[src/rtl/arb_pkg.sv]
// Shared types and sizing helpers for the round-robin single-port memory arbiter.
package arb_pkg;

    typedef enum logic [1:0] {IDLE, BUSY, RESP} arb_state_e;
    typedef enum logic {OP_READ, OP_WRITE} arb_op_e;

    localparam int WD_W_MIN = 1;

    // Watchdog counter width: $clog2(TIMEOUT+1), never narrower than one bit.
    function automatic int wd_width(input int timeout);
        int w;
        w = $clog2(timeout + 1);
        return (w < WD_W_MIN) ? WD_W_MIN : w;
    endfunction

endpackage

[src/rtl/arbiter_rr_sdp_if.sv]
// Bundle of the requester-side and memory-side signals of arbiter_rr_sdp.
interface arbiter_rr_sdp_if #(
    parameter int WIDTH     = 32,
    parameter int IDX_SIZE  = 4,
    parameter int NUM_PORTS = 4
);
    logic [NUM_PORTS*IDX_SIZE-1:0] addr;
    logic [NUM_PORTS*WIDTH-1:0]    in;
    logic [NUM_PORTS-1:0]          read_en;
    logic [NUM_PORTS-1:0]          write_en;
    logic [NUM_PORTS*WIDTH-1:0]    out;
    logic [NUM_PORTS-1:0]          read_done;
    logic [NUM_PORTS-1:0]          write_done;
    logic [IDX_SIZE-1:0]           mem_addr;
    logic [WIDTH-1:0]              mem_in;
    logic                          mem_read_en;
    logic                          mem_write_en;
    logic [WIDTH-1:0]              mem_out;
    logic                          mem_read_done;
    logic                          mem_write_done;
    logic                          timeout_err;

    // Arbiter view.
    modport slave (
        input  addr, in, read_en, write_en, mem_out, mem_read_done, mem_write_done,
        output out, read_done, write_done, mem_addr, mem_in, mem_read_en, mem_write_en,
               timeout_err
    );

    // Environment view: requesters plus the memory.
    modport master (
        output addr, in, read_en, write_en, mem_out, mem_read_done, mem_write_done,
        input  out, read_done, write_done, mem_addr, mem_in, mem_read_en, mem_write_en,
               timeout_err
    );
endinterface

[src/rtl/arbiter_rr_sdp_rr_pick.sv]
// Rotating-priority encoder: first set bit of req scanning upward from base+1, wrapping.
module rr_pick #(
    parameter int NUM_PORTS = 4,
    parameter int PW        = $clog2(NUM_PORTS)
) (
    input  logic [NUM_PORTS-1:0] req,
    input  logic [PW-1:0]        base,
    output logic                 valid,
    output logic [PW-1:0]        idx
);
    logic [PW-1:0] cand;

    always_comb begin
        valid = 1'b0;
        idx   = '0;
        cand  = '0;
        for (int i = 1; i <= NUM_PORTS; i++) begin
            cand = PW'((int'(base) + i) % NUM_PORTS);
            if (!valid && req[cand]) begin
                valid = 1'b1;
                idx   = cand;
            end
        end
    end
endmodule

[src/rtl/arbiter_rr_sdp.sv]
// Round-robin arbiter sharing one go/done memory among NUM_PORTS go/done requesters.
module arbiter_rr_sdp
    import arb_pkg::*;
#(
    parameter int WIDTH     = 32,
    parameter int SIZE      = 16,
    parameter int IDX_SIZE  = 4,
    parameter int NUM_PORTS = 4,
    parameter int TIMEOUT   = 0
) (
    input  logic             clk,
    input  logic             reset_n,
    arbiter_rr_sdp_if.slave  bus
);
    localparam int              PW      = $clog2(NUM_PORTS);
    localparam int              WD_W    = wd_width(TIMEOUT);
    localparam logic [WD_W-1:0] WD_LAST = (TIMEOUT > 0) ? WD_W'(TIMEOUT - 1) : '0;
    localparam logic [PW-1:0]   PTR_RST = PW'(NUM_PORTS - 1);

    if (NUM_PORTS < 2 || NUM_PORTS > 16 || SIZE > (1 << IDX_SIZE)) begin : g_param_check
        $error("arbiter_rr_sdp: unsupported NUM_PORTS/SIZE/IDX_SIZE combination");
    end

    arb_state_e           state_q, state_d;
    arb_op_e              op_q, op_d;
    logic [PW-1:0]        rr_ptr_q, rr_ptr_d;
    logic [PW-1:0]        g_q, g_d;
    logic [IDX_SIZE-1:0]  addr_q, addr_d;
    logic [WIDTH-1:0]     data_q, data_d;
    logic [WD_W-1:0]      wd_q, wd_d;
    logic [WIDTH-1:0]     out_q [NUM_PORTS];
    logic [WIDTH-1:0]     out_d [NUM_PORTS];
    logic [NUM_PORTS-1:0] rdone_q, rdone_d;
    logic [NUM_PORTS-1:0] wdone_q, wdone_d;
    logic                 err_q, err_d;

    logic [NUM_PORTS-1:0] req;
    logic [IDX_SIZE-1:0]  addr_a [NUM_PORTS];
    logic [WIDTH-1:0]     in_a   [NUM_PORTS];
    logic                 pick_valid;
    logic [PW-1:0]        pick_idx;
    logic                 mem_done;
    logic                 wd_expire;

    assign req = bus.read_en | bus.write_en;

    for (genvar k = 0; k < NUM_PORTS; k++) begin : g_port
        assign addr_a[k]                   = bus.addr[k*IDX_SIZE +: IDX_SIZE];
        assign in_a[k]                     = bus.in[k*WIDTH +: WIDTH];
        assign bus.out[k*WIDTH +: WIDTH]   = out_q[k];
    end

    rr_pick #(
        .NUM_PORTS (NUM_PORTS),
        .PW        (PW)
    ) u_pick (
        .req   (req),
        .base  (rr_ptr_q),
        .valid (pick_valid),
        .idx   (pick_idx)
    );

    // A done for the other operation type is deliberately ignored.
    assign mem_done  = (op_q == OP_WRITE) ? bus.mem_write_done : bus.mem_read_done;
    assign wd_expire = (TIMEOUT > 0) && (wd_q == WD_LAST);

    always_comb begin
        state_d  = state_q;
        op_d     = op_q;
        rr_ptr_d = rr_ptr_q;
        g_d      = g_q;
        addr_d   = addr_q;
        data_d   = data_q;
        wd_d     = wd_q;
        out_d    = out_q;
        rdone_d  = '0;
        wdone_d  = '0;
        err_d    = err_q;
        case (state_q)
            IDLE: begin
                if (pick_valid) begin
                    g_d      = pick_idx;
                    rr_ptr_d = pick_idx;
                    op_d     = bus.write_en[pick_idx] ? OP_WRITE : OP_READ;
                    addr_d   = addr_a[pick_idx];
                    data_d   = in_a[pick_idx];
                    wd_d     = '0;
                    state_d  = BUSY;
                end
            end
            BUSY: begin
                // A real completion on the expiry cycle takes precedence over the abort.
                if (mem_done || wd_expire) begin
                    state_d = RESP;
                    if (op_q == OP_WRITE) wdone_d[g_q] = 1'b1;
                    else                  rdone_d[g_q] = 1'b1;
                    if (mem_done) begin
                        if (op_q == OP_READ) out_d[g_q] = bus.mem_out;
                    end else begin
                        err_d = 1'b1;
                    end
                end else begin
                    wd_d = wd_q + WD_W'(1);
                end
            end
            RESP:    state_d = IDLE;
            default: state_d = IDLE;
        endcase
    end

    always_comb begin
        bus.mem_addr     = '0;
        bus.mem_in       = '0;
        bus.mem_read_en  = 1'b0;
        bus.mem_write_en = 1'b0;
        if (state_q == BUSY) begin
            bus.mem_addr = addr_q;
            if (op_q == OP_WRITE) begin
                bus.mem_write_en = 1'b1;
                bus.mem_in       = data_q;
            end else begin
                bus.mem_read_en = 1'b1;
            end
        end
    end

    assign bus.read_done   = rdone_q;
    assign bus.write_done  = wdone_q;
    assign bus.timeout_err = err_q;

    always_ff @(posedge clk) begin
        if (!reset_n) begin
            state_q  <= IDLE;
            rr_ptr_q <= PTR_RST;
            wd_q     <= '0;
            out_q    <= '{default: '0};
            rdone_q  <= '0;
            wdone_q  <= '0;
            err_q    <= 1'b0;
        end else begin
            state_q  <= state_d;
            rr_ptr_q <= rr_ptr_d;
            wd_q     <= wd_d;
            out_q    <= out_d;
            rdone_q  <= rdone_d;
            wdone_q  <= wdone_d;
            err_q    <= err_d;
        end
    end

    // Latched transaction fields are only consumed in BUSY, so they need no reset.
    always_ff @(posedge clk) begin
        op_q   <= op_d;
        g_q    <= g_d;
        addr_q <= addr_d;
        data_q <= data_d;
    end
endmodule

[src/flat_wrapper.sv]
// flat-port wrapper written by rule: the top's interface ports become plain ports
module arbiter_rr_sdp_flat import arb_pkg::*;
#(
    parameter int WIDTH     = 32,
    parameter int SIZE      = 16,
    parameter int IDX_SIZE  = 4,
    parameter int NUM_PORTS = 4,
    parameter int TIMEOUT   = 0
)
  (clk, reset_n, bus_addr, bus_in, bus_read_en, bus_write_en, bus_mem_out, bus_mem_read_done, bus_mem_write_done, bus_out, bus_read_done, bus_write_done, bus_mem_addr, bus_mem_in, bus_mem_read_en, bus_mem_write_en, bus_timeout_err);
  arbiter_rr_sdp_if #(.WIDTH(WIDTH), .IDX_SIZE(IDX_SIZE), .NUM_PORTS(NUM_PORTS)) bus_i ();
  input  logic clk;
  input  logic reset_n;
  input wire logic [$bits(bus_i.addr)-1:0] bus_addr;
  input wire logic [$bits(bus_i.in)-1:0] bus_in;
  input wire logic [$bits(bus_i.read_en)-1:0] bus_read_en;
  input wire logic [$bits(bus_i.write_en)-1:0] bus_write_en;
  input wire logic [$bits(bus_i.mem_out)-1:0] bus_mem_out;
  input wire logic [$bits(bus_i.mem_read_done)-1:0] bus_mem_read_done;
  input wire logic [$bits(bus_i.mem_write_done)-1:0] bus_mem_write_done;
  output wire logic [$bits(bus_i.out)-1:0] bus_out;
  output wire logic [$bits(bus_i.read_done)-1:0] bus_read_done;
  output wire logic [$bits(bus_i.write_done)-1:0] bus_write_done;
  output wire logic [$bits(bus_i.mem_addr)-1:0] bus_mem_addr;
  output wire logic [$bits(bus_i.mem_in)-1:0] bus_mem_in;
  output wire logic [$bits(bus_i.mem_read_en)-1:0] bus_mem_read_en;
  output wire logic [$bits(bus_i.mem_write_en)-1:0] bus_mem_write_en;
  output wire logic [$bits(bus_i.timeout_err)-1:0] bus_timeout_err;
  assign bus_i.addr = bus_addr;
  assign bus_i.in = bus_in;
  assign bus_i.read_en = bus_read_en;
  assign bus_i.write_en = bus_write_en;
  assign bus_i.mem_out = bus_mem_out;
  assign bus_i.mem_read_done = bus_mem_read_done;
  assign bus_i.mem_write_done = bus_mem_write_done;
  assign bus_out = bus_i.out;
  assign bus_read_done = bus_i.read_done;
  assign bus_write_done = bus_i.write_done;
  assign bus_mem_addr = bus_i.mem_addr;
  assign bus_mem_in = bus_i.mem_in;
  assign bus_mem_read_en = bus_i.mem_read_en;
  assign bus_mem_write_en = bus_i.mem_write_en;
  assign bus_timeout_err = bus_i.timeout_err;
  arbiter_rr_sdp #(.WIDTH(WIDTH), .SIZE(SIZE), .IDX_SIZE(IDX_SIZE), .NUM_PORTS(NUM_PORTS), .TIMEOUT(TIMEOUT)) u_core (.clk(clk), .reset_n(reset_n), .bus(bus_i));
endmodule
[config.mk]
export PLATFORM = sky130hd
export DESIGN_NAME = arbiter_rr_sdp_flat
export DESIGN_NICKNAME = d
export VERILOG_FILES = /design/src/rtl/arb_pkg.sv /design/src/rtl/arbiter_rr_sdp_if.sv /design/src/rtl/arbiter_rr_sdp_rr_pick.sv /design/src/rtl/arbiter_rr_sdp.sv /design/src/flat_wrapper.sv
export SDC_FILE = /design/constraint.sdc
export NUM_CORES = 1
export LEC_CHECK = 0
export BUFFER_PORTS_ARGS = -buffer_cell sky130_fd_sc_hd__buf_2
export CORE_AREA = 2 2 141 143
export CTS_CLUSTER_SIZE = 8
export DETAILED_ROUTE_END_ITERATION = 7
export DIE_AREA = 0 0 143 145
export GPL_ROUTABILITY_DRIVEN = 0
export GPL_TIMING_DRIVEN = 0
export PLACE_DENSITY = 0.82
export SLEW_MARGIN = 25
export SYNTH_ARGS = -nofsm -noshare
export SYNTH_HDL_FRONTEND = slang
export SYNTH_SLANG_ARGS = --single-unit
[constraint.sdc]
create_clock -name clk -period 2.7 [get_ports clk]
set_input_delay 0.135 -clock clk [delete_from_list [all_inputs] [get_ports clk]]
set_output_delay 0.135 -clock clk [all_outputs]
set_load 0.01 [all_outputs]
==> run metrics <==
Fin. Hold Viols 0; met1 Usage GRT 0.2683; Root Buffer clkbuf_16; worst-case vdd ir drop 0.0004050 V; CTS Sinks 179; Worst Hold Class primary input to flop; Power Dens Cells 709.0 nW/um^2; pin count of the biggest net entering global routing 27; hold wc startpoint bus_mem_write_done; Synth warnings 0; syn nets 1021; DIE HEIGHT 145 microns; Die W 143 microns; fraction of layout cells with a size suffix above 1 0.3434; status finished, final reports clean; Setup Skew 0.01306 ns; initial core utilization 0.4138; worst flop-to-flop path startpoint u_core.state_q[1]; #FFs+latches synth 179; Mapped Cells 833; number of global-route vias before repair 7537; register area share after synthesis 0.4999; Final #Nets 1433; area delta synth->final 38.55%; Post-DP HPWL 20.93 mm; final wirelength 26.70 mm; post-route cell area 11010 sq um; initial antenna violation count 3; max_cap viols 0; Setup-failing EPs final 0; Port Buffers 360; GR Overflow Total 0; Post-synth EDFFs 39; FP Rows 51; Netlist cell types 36; gr busiest metal met2; CP startpoint kind flop; most frequent cells in the layout 379 x buf_2, 263 x nand2_1, 140 x dfxtp_1; antenna-violating nets left 0; Leak Pwr 5.266 nW; DRC 0; Wirelength per Cell 17.50 microns; TNS Setup 0 ns; All-Layer GR Usage 0.2529; Slew HR 0.5887; met3 Use GR 0.05545; Tcrit/Tclk final 0.7810; crit end category output pin; actual slew at the worst max-slew pin 0.6169 ns; async set-reset flop share out of synthesis 0; most common cell after layout, fill and taps aside buf_2; critical path class flop to output pin; CP startpoint u_core.op_q; core area 19210 sq um; worst hold slack 0.05300 ns; RSZ-0062 raised after global routing no; DRT iter0 DRCs 276; CTS tree yes; global-route wire length before repair 40.37 mm; Power Total 0.007808 W; Post-DP Area 10100 sq um; H-tree depth 4; Clock Latency Late Sink 0.43 ns; min Tclk post-route 2.109 ns; Worst-path clk slew 0.07 ns; mapped cell area 7949 sq um; Post-CTS Setup Inserts 0; clock buffer depth 2; Top Ports 363; max-slew violations 0; Vias 7566; vias per inst 4.958; die area 20740 sq um; DR pass1 iterations 4; Max Fanout on Critical Path 10; Finished Core Util 0.5734; Critical Path RT 2.57 ns; Top FF cell, synth dfxtp_1; Worst EP arrival 1.97 ns; CTS buffer count 17; Max Clk Rate 474.3 MHz; met2 Use GR 0.4754; Avg Inst Size Synth 9.542 sq um
-- worst max-delay path: stages, from the launching register on --
cell,delay [ns]
edfxtp_1,0.34
clkbuf_1,0.32
clkbuf_1,0.45
and3_1,0.24
buf_2,0.19
-- synthesized netlist by cell type, types with 3 or more instances --
cell | count | share of area
and2_1 | 6 | 0.0047
buf_2 | 19 | 0.012
mux2i_1 | 110 | 0.14
a21boi_1 | 129 | 0.12
buf_12 | 6 | 0.015
or3_1 | 4 | 0.0031
and3_1 | 32 | 0.025
inv_1 | 3 | 0.0014
nand2_1 | 263 | 0.12
edfxtp_1 | 39 | 0.15
nand2b_1 | 4 | 0.0031
clkbuf_1 | 37 | 0.017
nor3_1 | 4 | 0.0025
nor2_1 | 9 | 0.0042
dfxtp_1 | 140 | 0.35
-- power by group --
group / switching, W / total (W) / internal, W
Sequential: 0.000131 / 0.00326 / 0.00313
Clock: 0.00118 / 0.00244 / 0.00125
Combinational: 0.00116 / 0.00211 / 0.000956
-- final timing paths --
path | end | slack (ns) | cells after the start
worst max-delay path | bus_mem_in[26] | 0.59 | 4
worst min-delay path | u_core.state_q[0] | 0.05 | 4
worst max register to register | u_core.bus.out[85] | 0.67 | 6
worst min register to register | u_core.bus.out[50] | 0.45 | 2
-- final cells by class --
class	count	area [sq um]
Clock buffer	18	439.2
Tap cell	265	331.6
Buffer	65	380.4
Fill cell	1666	8194
Antenna cell	3	7.507
Timing Repair Buffer	393	2142
Inverter	5	18.77
Sequential cell	179	3974
Multi-Input combinational cell	584	3576
Clock inverter	14	143.9
-- timing repair --
action,4_1_cts,5_1_grt
hold buffers,32,0
gates resized for setup,0,0
endpoints found under the hold margin,125,0
-- flip-flops by register name, summed over array words and instances, names as in the netlist --
signal and cells:
u_core.bus.out 128, u_core.addr_q 4, u_core.op_q 1, u_core.g_q 2, u_core.bus.read_done 4, u_core.bus.write_done 4
u_core.state_q 2, u_core.rr_ptr_q 2, u_core.data_q 32
-- per-layer routing --
metal / routed length (microns) / share of wire / vias to the layer above
li1: - / - / 3641
met1: 9826 / 0.37 / 3545
met2: 14300 / 0.54 / 333
met3: 1811 / 0.068 / 47
met4: 766 / 0.029 / 0
met5: 0 / 0 / -
-- stage by stage --
step           cells  worst slack, ns
6_report        1526           0.5914
2_1_floorplan    833           0.7858
4_1_cts         1523           0.5568
3_5_place_dp    1459           0.6622
3_3_place_gp    1458           0.2643
5_1_grt         1526           0.4287
-- logic make-up after synthesis --
family | Yosys count | share of synthesized area
AND/OR/NAND/NOR | 334 | 0.1780
flip-flops | 179 | 0.4999
AO/OA/AOI/OAI | 139 | 0.1329
multiplexers | 110 | 0.1385
buffers and inverters | 70 | 0.05021
other | 1 | 0.0004718
No activity file was read; power rests on OpenSTA's default activity.
